**src/rtl/seg7_scan_n.sv**
```systemverilog
// Multiplexed hex seven-segment scanner for DIGITS digits.
// A prescaler divides CLK into digit slots. Each slot starts with a dead
// time in which every digit is off. New data is held pending and swapped
// into the display register only at a frame boundary, so a frame is never
// torn. PATTERN, DIGIT and FRAME are registered, giving one cycle of latency.
module seg7_scan_n #(
   parameter int DIGITS     = 4,
   parameter int SCAN_DIV   = 1000,
   parameter int DEADTIME   = 2,
   parameter int ACTIVE_LOW = 1
) (
   input  logic                  CLK,
   input  logic                  IN_CLR,
   input  logic [4*DIGITS-1:0]   DATA,
   input  logic [DIGITS-1:0]     DP,
   input  logic [DIGITS-1:0]     BLANK,
   input  logic                  LZ_EN,
   input  logic                  LOAD,
   output logic [7:0]            PATTERN,
   output logic [DIGITS-1:0]     DIGIT,
   output logic                  FRAME
);

   localparam int PW = $clog2(SCAN_DIV);
   localparam int IW = (DIGITS > 1) ? $clog2(DIGITS) : 1;
   localparam logic [PW-1:0]     PRESC_LAST = PW'(SCAN_DIV - 1);
   localparam logic [IW-1:0]     IDX_LAST   = IW'(DIGITS - 1);
   localparam logic [7:0]        PAT_INV    = (ACTIVE_LOW != 0) ? 8'hFF : 8'h00;
   localparam logic [DIGITS-1:0] DIG_INV    = (ACTIVE_LOW != 0) ? {DIGITS{1'b1}} : {DIGITS{1'b0}};

   // Scan timing state
   logic [PW-1:0]         presc_q, presc_d;
   logic [IW-1:0]         idx_q, idx_d;
   // Holding register written by LOAD, display register read by the scanner
   logic [4*DIGITS-1:0]   hold_data_q, hold_data_d;
   logic [DIGITS-1:0]     hold_dp_q, hold_dp_d;
   logic [DIGITS-1:0]     hold_blank_q, hold_blank_d;
   logic                  pend_q, pend_d;
   logic [4*DIGITS-1:0]   disp_data_q, disp_data_d;
   logic [DIGITS-1:0]     disp_dp_q, disp_dp_d;
   logic [DIGITS-1:0]     disp_blank_q, disp_blank_d;
   // Output registers
   logic [7:0]            pattern_q, pattern_d;
   logic [DIGITS-1:0]     digit_q, digit_d;
   logic                  frame_q, frame_d;

   logic                  tick;
   logic                  boundary;
   logic                  in_dead;
   logic [DIGITS-1:0]     supp_vec;
   logic [DIGITS:1]       nz_up;

   logic [3:0]            cur_nib;
   logic                  cur_dp;
   logic                  cur_blank;
   logic                  cur_supp;
   logic [DIGITS-1:0]     dig_onehot;
   logic [7:0]            pat_raw;

   function automatic logic [6:0] hex_font(input logic [3:0] n);
      logic [6:0] f;
      case (n)
         4'h0:    f = 7'h3F;
         4'h1:    f = 7'h06;
         4'h2:    f = 7'h5B;
         4'h3:    f = 7'h4F;
         4'h4:    f = 7'h66;
         4'h5:    f = 7'h6D;
         4'h6:    f = 7'h7D;
         4'h7:    f = 7'h07;
         4'h8:    f = 7'h7F;
         4'h9:    f = 7'h6F;
         4'hA:    f = 7'h77;
         4'hB:    f = 7'h7C;
         4'hC:    f = 7'h39;
         4'hD:    f = 7'h5E;
         4'hE:    f = 7'h79;
         default: f = 7'h71;
      endcase
      return f;
   endfunction

   assign tick     = (presc_q == PRESC_LAST);
   assign boundary = tick && (idx_q == IDX_LAST);

   // Dead time only exists when DEADTIME > 0; avoids a constant compare otherwise
   generate
      if (DEADTIME > 0) begin : g_dead
         assign in_dead = (presc_q < PW'(DEADTIME));
      end else begin : g_nodead
         assign in_dead = 1'b0;
      end
   endgenerate

   // Leading-zero suppression: nz_up[i] is set when any nibble at or above i is nonzero
   assign nz_up[DIGITS] = 1'b0;
   assign supp_vec[0]   = 1'b0;
   generate
      for (genvar gi = 1; gi < DIGITS; gi++) begin : g_lz
         assign nz_up[gi]    = (|disp_data_q[4*gi +: 4]) | nz_up[gi+1];
         assign supp_vec[gi] = LZ_EN && !nz_up[gi];
      end
   endgenerate

   // Next state for prescaler, digit index, holding and display registers
   always_comb begin
      presc_d      = tick ? '0 : presc_q + 1'b1;
      idx_d        = idx_q;
      if (tick) begin
         idx_d = (idx_q == IDX_LAST) ? '0 : idx_q + 1'b1;
      end
      hold_data_d  = hold_data_q;
      hold_dp_d    = hold_dp_q;
      hold_blank_d = hold_blank_q;
      pend_d       = pend_q;
      disp_data_d  = disp_data_q;
      disp_dp_d    = disp_dp_q;
      disp_blank_d = disp_blank_q;
      if (boundary && LOAD) begin
         // A load landing on the boundary goes straight to the display
         disp_data_d  = DATA;
         disp_dp_d    = DP;
         disp_blank_d = BLANK;
         pend_d       = 1'b0;
      end else if (boundary && pend_q) begin
         disp_data_d  = hold_data_q;
         disp_dp_d    = hold_dp_q;
         disp_blank_d = hold_blank_q;
         pend_d       = 1'b0;
      end else if (LOAD) begin
         hold_data_d  = DATA;
         hold_dp_d    = DP;
         hold_blank_d = BLANK;
         pend_d       = 1'b1;
      end
   end

   // Select the current digit's data and build the registered output values
   always_comb begin
      cur_nib    = 4'h0;
      cur_dp     = 1'b0;
      cur_blank  = 1'b0;
      cur_supp   = 1'b0;
      dig_onehot = '0;
      for (int i = 0; i < DIGITS; i++) begin
         if (idx_q == IW'(i)) begin
            cur_nib       = disp_data_q[4*i +: 4];
            cur_dp        = disp_dp_q[i];
            cur_blank     = disp_blank_q[i];
            cur_supp      = supp_vec[i];
            dig_onehot[i] = 1'b1;
         end
      end
      pat_raw   = cur_blank ? 8'h00 : {cur_dp, (cur_supp ? 7'h00 : hex_font(cur_nib))};
      pattern_d = pat_raw ^ PAT_INV;
      digit_d   = (in_dead ? '0 : dig_onehot) ^ DIG_INV;
      frame_d   = boundary;
   end

   // State and output registers; reset forces outputs inactive
   always_ff @(posedge CLK) begin
      if (IN_CLR) begin
         presc_q      <= '0;
         idx_q        <= '0;
         hold_data_q  <= '0;
         hold_dp_q    <= '0;
         hold_blank_q <= '0;
         pend_q       <= 1'b0;
         disp_data_q  <= '0;
         disp_dp_q    <= '0;
         disp_blank_q <= '0;
         pattern_q    <= PAT_INV;
         digit_q      <= DIG_INV;
         frame_q      <= 1'b0;
      end else begin
         presc_q      <= presc_d;
         idx_q        <= idx_d;
         hold_data_q  <= hold_data_d;
         hold_dp_q    <= hold_dp_d;
         hold_blank_q <= hold_blank_d;
         pend_q       <= pend_d;
         disp_data_q  <= disp_data_d;
         disp_dp_q    <= disp_dp_d;
         disp_blank_q <= disp_blank_d;
         pattern_q    <= pattern_d;
         digit_q      <= digit_d;
         frame_q      <= frame_d;
      end
   end

   assign PATTERN = pattern_q;
   assign DIGIT   = digit_q;
   assign FRAME   = frame_q;

endmodule

```
**config.mk**
```make
export PLATFORM = sky130hd
export DESIGN_NAME = seg7_scan_n
export DESIGN_NICKNAME = d
export VERILOG_FILES = /design/src/rtl/seg7_scan_n.sv
export SDC_FILE = /design/constraint.sdc
export NUM_CORES = 1
export LEC_CHECK = 0
export BUFFER_PORTS_ARGS = -buffer_cell sky130_fd_sc_hd__buf_2
export CAP_MARGIN = 20
export CORE_MARGIN = 3
export CORE_UTILIZATION = 58
export CTS_CLUSTER_DIAMETER = 150
export DETAILED_ROUTE_END_ITERATION = 6
export GPL_TIMING_DRIVEN = 0
export MAX_ROUTING_LAYER = met4
export PLACE_DENSITY = 0.8
export SLEW_MARGIN = 20
export SYNTH_ARGS = -nofsm -noshare
export SYNTH_HDL_FRONTEND = slang
export SYNTH_SLANG_ARGS = --single-unit
```
**constraint.sdc**
```tcl
create_clock -name CLK -period 3.5 [get_ports CLK]
set_clock_uncertainty 0.1 [all_clocks]
set_input_delay 0.7 -clock CLK [delete_from_list [all_inputs] [get_ports CLK]]
set_output_delay 0.7 -clock CLK [all_outputs]
set_load 0.02 [all_outputs]
```
==> results of run 1 <==
## worst max path at each step
stage              from          to  slack (ns)  cells past startpoint
2_1_floorplan  idx_q[0]  PATTERN[0]        0.97                     11
3_3_place_gp   idx_q[0]  PATTERN[0]        0.63                     11
3_5_place_dp   idx_q[0]  PATTERN[0]        0.57                     11
4_1_cts        idx_q[0]  PATTERN[0]        0.55                     11
5_1_grt        idx_q[0]  PATTERN[0]        0.30                     11
6_report       idx_q[0]  PATTERN[0]        0.54                     11
## critical path: stages, from the launching register on
cell and delay, ns:
dfxtp_1 0.41, ha_1 0.17, buf_2 0.19, buf_1 0.41, nor2_1 0.08, o2bb2ai_1 0.15
a31oi_1 0.36, inv_1 0.18, ha_1 0.25, or3_1 0.37, o221ai_1 0.08, nand2_1 0.07
## cell families (layout without fill, tap and decap cells)
group           Yosys count  in the layout  share of synthesized area, %
xor+xnor                  9              9                          2.31
flops                    74             74                          43.4
buf+inv                  39             93                          4.99
fa+ha+maj                11             11                          4.04
simple gates            193            193                          25.7
mux                       2              2                         0.587
compound gates           81             81                          18.9
## power groups by stage
| stage | Sequential (mW) | Combinational (mW) | Clock [mW] |
|---|---|---|---|
| global route | 0.878 | 0.130 | 0.622 |
| finish | 0.876 | 0.115 | 0.572 |
| floorplan | 0.900 | 0.0677 | 0 |
| detailed placement | 0.895 | 0.115 | 0 |
| CTS | 0.876 | 0.116 | 0.578 |
| global placement | 0.894 | 0.112 | 0 |
## routing by layer
metal	up-vias	track usage [%]	routed length (um)
met5	-	-	0
met4	0	9.48	122
met3	13	5.97	388
met2	73	40.7	3600
met1	1387	29.4	3420
li1	1487	-	-
## layout make-up
cell class / instances / area [um2] / share of cell area (%)
Buffer: 28 / 129 / 3.34
Clock buffer: 13 / 149 / 3.86
Clock inverter: 3 / 15.0 / 0.390
Inverter: 11 / 41.3 / 1.07
Multi-Input combinational cell: 296 / 1760 / 45.6
Sequential cell: 74 / 1480 / 38.4
Tap cell: 72 / 90.1 / 2.34
Timing Repair Buffer: 38 / 190 / 4.94
## cells in the final DEF (no fill, tap or decap), types with 5 or more instances in the layout
master and n:
nand2_1 94, dfxtp_1 74, nor2_1 43, buf_2 42
a21oi_1 28, nor2b_1 26, clkbuf_1 22, o31ai_2 19
inv_1 11, ha_1 11, clkbuf_8 10, nand3b_1 6
a31oi_1 5, xor2_1 5, o31ai_1 5
## sequential cells by signal, indices dropped and copies added (netlist names)
| name | flops |
|---|---|
| FRAME | 1 |
| hold_blank_q | 4 |
| DIGIT | 4 |
| disp_dp_q | 4 |
| hold_data_q | 16 |
| hold_dp_q | 4 |
| pend_q | 1 |
| presc_q | 10 |
| disp_blank_q | 4 |
| PATTERN | 8 |
| disp_data_q | 16 |
| idx_q | 2 |
## per-stage QoR
step	utilization [%]	power [mW]	hold WS (ns)	cell area, um2
2_1_floorplan	-	0.967	0.313	3410
3_3_place_gp	65.8	1.01	0.325	3690
3_5_place_dp	65.8	1.01	0.331	3690
4_1_cts	68.7	1.57	0.341	3850
5_1_grt	68.7	1.63	0.363	3850
6_report	68.7	1.56	0.341	3850
==> flow_metrics.env, run 1 <==
export IMPL_area_delta_synth_final_pct=13.0
export IMPL_fin_nets=497
export IMPL_p_leak_nw=1.46
export IMPL_ctsHtreeMaxLevel=3
export IMPL_dp_cells=519
export IMPL_avgViaCountPerCell=5.53
export IMPL_startpoint_type="flip-flop"
export IMPL_grt_pass1_wl_um=12400
export IMPL_pin_count=41
export IMPL_holdPathEnd="presc_q[0]"
export IMPL_syn_cell_area_um2=3410
export IMPL_yosys_warnings=0
export IMPL_clk_pin_slew_ns=0.07
export IMPL_die_height_um=82.7
export IMPL_netlist_top_cells_area="dfxtp_1, nand2_1, o31ai_2, nor2b_1, nor2_1"
export IMPL_drive_above_1_share_pct=16.8
export IMPL_dieArea_um2=6830
export IMPL_grt_total_usage_pct=24.8
export IMPL_r2r_start="idx_q[0]"
export IMPL_place_congestion=0.876
export IMPL_synth_edf_count=0
export IMPL_cts_repair_resized=0
export IMPL_synth_nets=448
export IMPL_power_switching_mw=0.380
export IMPL_hold_violations=0
export IMPL_clock_sinks=74
export IMPL_pwr_share_comb_pct=7.3
export IMPL_hp_start="presc_q[0]"
export IMPL_synth_top_area_cell="dfxtp_1"
export IMPL_ys_flop_type="dfxtp_1"
export IMPL_setup_tns_ns=0
export IMPL_die_w_um=82.7
export IMPL_cp_end_kind="flip-flop"
export IMPL_grt_pass1_vias=2805
export IMPL_tightestPinTransition_ns=0.868
export IMPL_vias=2960
export IMPL_drc=0
export IMPL_hpwl_um=5420
export IMPL_routed_wl_um=7530
export IMPL_peakVddDrop_mv=0.302
export IMPL_max_slew_margin_rel_pct=42.0
export IMPL_power_density_nw_per_um2=406
export IMPL_dp_slack_ns=0.570
export IMPL_period_needed_ns=2.96
export IMPL_synth_top_area_share_pct=43.4
export IMPL_grt_max_degree=12
export IMPL_fillers=484
export IMPL_synth_distinct_cells=44
export IMPL_synth_seq_cells=74
export IMPL_whs_path_depth=1
export IMPL_start_util_pct=60.8
export IMPL_r2r_slack_ns=0.54
export IMPL_cp_required_ns=3.60
export IMPL_rsz0062_at_grt="no"
export IMPL_portBuffers=38
export IMPL_fp_row_count=27
export IMPL_p_clk_share_pct=36.6
export IMPL_syn_inst=409
export IMPL_synth_async_reset_ratio_pct=0
export IMPL_p_int_mw=1.18
export IMPL_diodes=0
export IMPL_max_cap_viol_count=0
export IMPL_setup_slack_ns=0.536
export IMPL_p_seq_share_pct=56.1
export IMPL_r2r_end="PATTERN[0]"
export IMPL_synthTopCellsByCount="nand2_1, dfxtp_1, nor2_1"
export IMPL_cts_setup_buffers=0
export IMPL_cts_buffers=9
export IMPL_fmaxAchievable_mhz=337
export IMPL_stdcell_count=535
export IMPL_fin_crit_sh_pct=84.7
export IMPL_hp_class="flip-flop to flip-flop"
export IMPL_r2r_worst_path_cells=11
export IMPL_status="completed"
export IMPL_synth_most_common_cell="nand2_1"
export IMPL_cp_max_fo=10
export IMPL_hold_buffers=0
export IMPL_clk_path_buf_depth=2
export IMPL_cts_tree="done"
export IMPL_grt_overflow=0
export IMPL_seq_area_frac_synth_pct=43.4
export IMPL_root_buffer="clkbuf_8"
export IMPL_synth_avg_cell_area_um2=8.34
export IMPL_setup_viol=0
export IMPL_antenna_found_initial=0
export IMPL_slew_viol_final=0
export IMPL_sw_frac_of_total_pct=24.3
export IMPL_drt_iter0_drc=163
export IMPL_arrival_ns=3.07
export IMPL_wl_per_cell_um=14.1
export IMPL_critPathKind="flip-flop to flip-flop"
export IMPL_core_area_um2=5610
export IMPL_dr_pass1_iters=6
export IMPL_antenna_left=0
export IMPL_insertion_delay_ns=0.35
Note: power is estimated with default switching activity, not from simulation.
==> run 2: changes to the inputs <==
ABC_AREA = 1   (was unset)
CORE_UTILIZATION = 53   (was 58)
PLACE_DENSITY = 0.76   (was 0.8)
clock period = 2.7 ns   (was 3.5 ns; I/O delays follow)
==> run 2 against run 1 <==
Critical path depth is 1 lower. Combinational power is 62% higher. Count of clock-buffer cells in the layout is 3 lower. Largest cell class unchanged.
==> flow_metrics.env, run 2 <==
export IMPL_synth_top_area_share_pct=39.0
export IMPL_cp_max_fo=10
export IMPL_peakVddDrop_mv=0.295
export IMPL_power_density_nw_per_um2=530
export IMPL_grt_max_degree=14
export IMPL_arrival_ns=2.59
export IMPL_pin_count=41
export IMPL_synth_distinct_cells=32
export IMPL_dr_pass1_iters=4
export IMPL_cts_buffers=9
export IMPL_synth_async_reset_ratio_pct=0
export IMPL_startpoint_type="flip-flop"
export IMPL_p_clk_share_pct=42.2
export IMPL_hold_buffers=0
export IMPL_p_leak_nw=2.23
export IMPL_die_w_um=90.7
export IMPL_layout_commonest_cell="nand2_1"
export IMPL_setup_viol=0
export IMPL_place_congestion=0.919
export IMPL_status="completed"
export IMPL_cts_repair_resized=0
export IMPL_synth_top_area_cell="dfxtp_1"
export IMPL_insertion_delay_ns=0.35
export IMPL_area_delta_synth_final_pct=14.2
export IMPL_p_seq_share_pct=49.7
export IMPL_dp_slack_ns=0.274
export IMPL_avgViaCountPerCell=4.90
export IMPL_netlist_top_cells_area="dfxtp_1, nand2_1, inv_1, a21oi_1, nand3_1"
export IMPL_fp_row_count=30
export IMPL_seq_area_frac_synth_pct=39.0
export IMPL_power_mw=2.30
export IMPL_pwr_share_comb_pct=8.1
export IMPL_vias=3628
export IMPL_clock_sinks=74
export IMPL_ctsHtreeMaxLevel=3
export IMPL_core_area_um2=6870
export IMPL_cp_required_ns=2.83
export IMPL_hpwl_um=6290
export IMPL_syn_inst=590
export IMPL_synth_avg_cell_area_um2=6.44
export IMPL_slew_viol_final=0
export IMPL_drt_iter0_drc=311
export IMPL_grt_overflow=0
export IMPL_tightestPinTransition_ns=0.614
export IMPL_cp_end_kind="flip-flop"
export IMPL_drive_above_1_share_pct=12.4
export IMPL_diodes=0
export IMPL_yosys_warnings=0
export IMPL_syn_cell_area_um2=3800
export IMPL_routed_wl_um=8550
export IMPL_antenna_left=0
export IMPL_clk_pin_slew_ns=0.08
export IMPL_start_util_pct=55.4
export IMPL_fin_crit_sh_pct=91.1
export IMPL_grt_pass1_wl_um=14400
export IMPL_ys_flop_type="dfxtp_1"
export IMPL_reg_top3="disp_data_q (16), hold_data_q (16), presc_q (10)"
export IMPL_portBuffers=39
export IMPL_setup_tns_ns=0
export IMPL_synth_most_common_cell="nand2_1"
export IMPL_root_buffer="clkbuf_8"
export IMPL_sw_frac_of_total_pct=24.2
export IMPL_period_needed_ns=2.46
export IMPL_synth_edf_count=0
export IMPL_clk_path_buf_depth=2
export IMPL_drc=0
export IMPL_fin_nets=679
export IMPL_max_cap_viol_count=0
export IMPL_grt_pass1_vias=3246
export IMPL_fmaxAchievable_mhz=407
export IMPL_cts_tree="done"
export IMPL_critPathKind="flip-flop to flip-flop"
export IMPL_dieArea_um2=8230
export IMPL_final_cell_mix="nand2_1, inv_1, dfxtp_1"
export IMPL_synthTopCellsByCount="nand2_1, inv_1, dfxtp_1"
export IMPL_hp_class="primary input to flip-flop"
export IMPL_fillers=676
export IMPL_grt_total_usage_pct=21.6
export IMPL_hold_violations=0
export IMPL_p_int_mw=1.74
export IMPL_synth_seq_cells=74
export IMPL_wl_per_cell_um=11.5
export IMPL_cts_setup_buffers=0
export IMPL_antenna_found_initial=0
export IMPL_die_height_um=90.7
export IMPL_power_switching_mw=0.558
export IMPL_max_slew_margin_rel_pct=58.7
export IMPL_rsz0062_at_grt="no"
export IMPL_setup_slack_ns=0.241
export IMPL_synth_nets=629
-- run 2: cell count changes in the layout (fill, tap and decap cells not counted), sizes merged, moves of 4 or more --
cell,before,now
nand2,94,193
inv,11,93
nand3,1,48
a21oi,28,63
nor2b,26,0
o31ai,24,0
o21ai,3,17
clkbuf,32,20
buf,47,55
a31oi,5,0
nand3b,6,1
nor3,3,8
o221ai,4,0
xor2,5,1
-- run 2: cell families (layout without fill, tap and decap cells) --
kind of cell / after synthesis / after routing / synth area share, %
xor gates and xnor gates: 2 / 2 / 0.461
buffers and inverters: 118 / 173 / 12.4
AOI/OAI and AO/OA: 84 / 84 / 11.4
and+or+nand+nor: 301 / 301 / 33.1
DFF: 74 / 74 / 39.0
adders and majority gates: 11 / 11 / 3.62
-- run 2: routing by layer --
metal / vias to the layer above / share of wire [%] / wire length, um / track usage, %
li1: 1922 / - / - / -
met1: 1608 / 48 / 4060 / 28.8
met2: 88 / 45 / 3870 / 33.5
met3: 10 / 5.9 / 503 / 3.50
met4: 0 / 1.3 / 114 / 7.27
met5: - / 0 / 0 / -
-- run 2: worst max-delay path, stage by stage (launching register included) --
cell and delay, ns:
dfxtp_1 0.40, ha_1 0.17, clkbuf_2 0.20, buf_2 0.26, a21oi_1 0.08, a21boi_0 0.52, ha_1 0.35, nand2_1 0.08
nand2_1 0.06, nand2_1 0.08, nand2_1 0.04
-- run 2: area by class of cell --
type / instances / area (um2) / area share (%)
clock inverter: 6 / 88.8 / 2.04
buffer: 26 / 126 / 2.91
clock buffer: 10 / 138 / 3.17
timing repair buffer: 39 / 195 / 4.49
sequential: 74 / 1480 / 34.1
inverter: 92 / 345 / 7.95
multi-input combinational: 398 / 1850 / 42.6
tap: 96 / 120 / 2.76
-- run 2: power groups by stage --
stage | Sequential (mW) | Clock (mW) | Combinational [mW]
global route | 1.15 | 1.03 | 0.212
CTS | 1.14 | 0.986 | 0.186
finish | 1.14 | 0.972 | 0.186
global placement | 1.17 | 0 | 0.179
detailed placement | 1.17 | 0 | 0.184
floorplan | 1.17 | 0 | 0.121
-- run 2: final timing paths --
| check | from | end | slack, ns | depth (start not counted) |
|---|---|---|---|---|
| worst max-delay path | idx_q[0] | PATTERN[1] | 0.24 | 10 |
| worst min-delay path | IN_CLR | FRAME | 0.32 | 2 |
| worst max register to register | idx_q[0] | PATTERN[1] | 0.24 | 10 |
| worst min register to register | presc_q[0] | presc_q[0] | 0.35 | 1 |
-- run 2: per-stage QoR --
stage / util, % / hold slack, ns / cell area (um2) / instances
floorplan: - / 0.318 / 3800 / 590
global route: 63.2 / 0.319 / 4340 / 741
global placement: 59.9 / 0.331 / 4120 / 725
finish: 63.2 / 0.319 / 4340 / 741
detailed placement: 59.9 / 0.335 / 4120 / 725
CTS: 63.2 / 0.302 / 4340 / 741
==> run 3: changes to the inputs <==
ABC_AREA = unset   (was 1)
CORE_UTILIZATION = 52   (was 53)
PLACE_DENSITY = 0.75   (was 0.76)
==> run 3 against run 2 <==
Register-to-register slack worse by 0.07 ns. Total power is 11% lower. Flip-flop and latch count unchanged. Non-clock buffer count grew 3. Via count shrank 19%. Die area shrank 8.0%. Critical path depth is the same. Core utilization is 0.88 points higher. Worst hold slack improved by 0.016 ns. Largest cell class unchanged. Highest routed layer unchanged.
==> flow_metrics.env, run 3 (synthesis results as in run 1) <==
export IMPL_power_density_nw_per_um2=520
export IMPL_drc=0
export IMPL_crit_start="idx_q[1]"
export IMPL_wl_met1_um=3520
export IMPL_grt_overflow=0
export IMPL_grt_pass1_wl_um=12600
export IMPL_whs_path_depth=1
export IMPL_insertion_delay_ns=0.35
export IMPL_die_height_um=87.0
export IMPL_fin_nets=499
export IMPL_r2r_worst_path_cells=10
export IMPL_root_buffer="clkbuf_8"
export IMPL_cts_buffers=9
export IMPL_hp_class="flip-flop to flip-flop"
export IMPL_ctsHtreeMaxLevel=3
export IMPL_area_delta_synth_final_pct=15.3
export IMPL_setup_viol=0
export IMPL_max_slew_margin_rel_pct=62.1
export IMPL_hold_violations=0
export IMPL_r2r_slack_ns=0.18
export IMPL_utilization_pct=64.1
export IMPL_grt_total_usage_pct=21.9
export IMPL_rsz0062_at_grt="no"
export IMPL_setup_slack_ns=0.175
export IMPL_hpwl_um=5540
export IMPL_layout_commonest_cell="nand2_1"
export IMPL_cp_max_fo=10
export IMPL_tightestPinTransition_ns=0.568
export IMPL_fp_row_count=28
export IMPL_core_area_um2=6130
export IMPL_top_layer="met4"
export IMPL_fin_crit_sh_pct=93.5
export IMPL_holdPathEnd="presc_q[0]"
export IMPL_pin_count=41
export IMPL_vias=2936
export IMPL_die_w_um=87.0
export IMPL_dp_slack_ns=-0.292
export IMPL_r2r_end="PATTERN[0]"
export IMPL_antenna_found_initial=0
export IMPL_startpoint_type="flip-flop"
export IMPL_start_util_pct=55.6
export IMPL_portBuffers=38
export IMPL_diodes=0
export IMPL_place_congestion=0.840
export IMPL_final_cell_mix="nand2_1, dfxtp_1, buf_2, nor2_1, a21oi_1"
export IMPL_max_cap_viol_count=0
export IMPL_grt_max_degree=12
export IMPL_grt_pass1_vias=2788
export IMPL_reg_top3="disp_data_q (16), hold_data_q (16), presc_q (10)"
export IMPL_arrival_ns=2.64
export IMPL_drive_above_1_share_pct=19.0
export IMPL_cp_end_kind="flip-flop"
export IMPL_avgViaCountPerCell=5.45
export IMPL_fmaxAchievable_mhz=396
export IMPL_routed_wl_met2_um=3740
export IMPL_cp_required_ns=2.81
export IMPL_wl_per_cell_um=14.5
export IMPL_cts_tree="done"
export IMPL_wl_met3_um=424
export IMPL_dr_pass1_iters=4
export IMPL_clk_path_buf_depth=2
export IMPL_clk_pin_slew_ns=0.07
export IMPL_drt_iter0_drc=140
export IMPL_antenna_left=0
export IMPL_peakVddDrop_mv=0.415
export IMPL_r2r_start="idx_q[1]"
export IMPL_routed_wl_um=7810
export IMPL_slew_viol_final=0
export IMPL_clock_sinks=74
export IMPL_hp_start="presc_q[0]"
export IMPL_dieArea_um2=7560
export IMPL_critPathKind="flip-flop to flip-flop"
export IMPL_fillers=533
export IMPL_p_leak_nw=1.49
export IMPL_status="completed"
export IMPL_period_needed_ns=2.52
[run 3: changes by cell type in the layout (fill, tap and decap cells not counted), sizes merged, moves of 5 or more]
cell | previous run | this run
buf | 55 | 49
a21oi | 63 | 28
o31ai | 0 | 24
clkbuf | 20 | 31
o21ai | 17 | 3
nand3b | 1 | 6
nand3 | 48 | 1
nor2b | 0 | 26
a31oi | 0 | 5
inv | 93 | 11
nand2 | 193 | 94
nor3 | 8 | 3
[run 3: how the worst max path moves through the flow]
stage                       endpoint  slack [ns]  cells after the start
after CTS                 PATTERN[1]       0.009                      7
after global routing      PATTERN[0]       0.005                     10
after global placement    PATTERN[0]       -0.22                     11
final                     PATTERN[0]        0.18                     10
after floorplan           PATTERN[0]        0.17                     11
after detailed placement  PATTERN[0]       -0.29                     11
[run 3: repair_timing]
item | CTS | global route
setup buffers | 0 | 2
hold buffers | 0 | 0
pin swaps | 0 | 1
resized for setup | 3 | 11
cloned | 0 | 0
setup endpoints to repair | 6 | 10
[run 3: worst max-delay path: stages (launching register included)]
cell and delay (ns):
dfxtp_1 0.37, inv_1 0.08, ha_1 0.25, clkbuf_2 0.21, nand3b_1 0.25, a31oi_4 0.24, inv_1 0.13, ha_1 0.22
or3_1 0.37, o221ai_1 0.09, nand2_1 0.07
[run 3: metal layers]
layer | GRT usage, % | vias up
met2 | 34.9 | 77
met1 | 26.0 | 1359
met4 | 7.93 | 0
met5 | - | -
met3 | 6.53 | 14
li1 | - | 1486
[run 3: through the flow]
stage / hold WS (ns) / cell area, um2 / TNS (ns) / power (mW) / instances
2_1_floorplan: 0.313 / 3410 / 0 / 1.25 / 409
3_3_place_gp: 0.325 / 3690 / -0.526 / 1.30 / 522
3_5_place_dp: 0.332 / 3690 / -0.908 / 1.31 / 522
4_1_cts: 0.325 / 3880 / 0 / 2.06 / 537
5_1_grt: 0.332 / 3930 / 0 / 2.14 / 539
6_report: 0.335 / 3930 / 0 / 2.04 / 539
[run 3: cell type report]
cell class | instances | area (um2) | share of cell area (%)
clock inverters | 3 | 15.0 | 0.382
clock buffers | 12 | 155 | 3.95
inverters | 11 | 41.3 | 1.05
multi-input cells | 296 | 1800 | 45.9
well taps | 75 | 93.8 | 2.39
flip-flops and latches | 74 | 1480 | 37.7
plain buffers | 28 | 135 | 3.44
repair buffers | 40 | 205 | 5.22
[run 3: report_power, final]
group / switching, mW / internal (mW)
clock: 0.382 / 0.374
sequential: 0.0141 / 1.12
combinational: 0.0946 / 0.0564
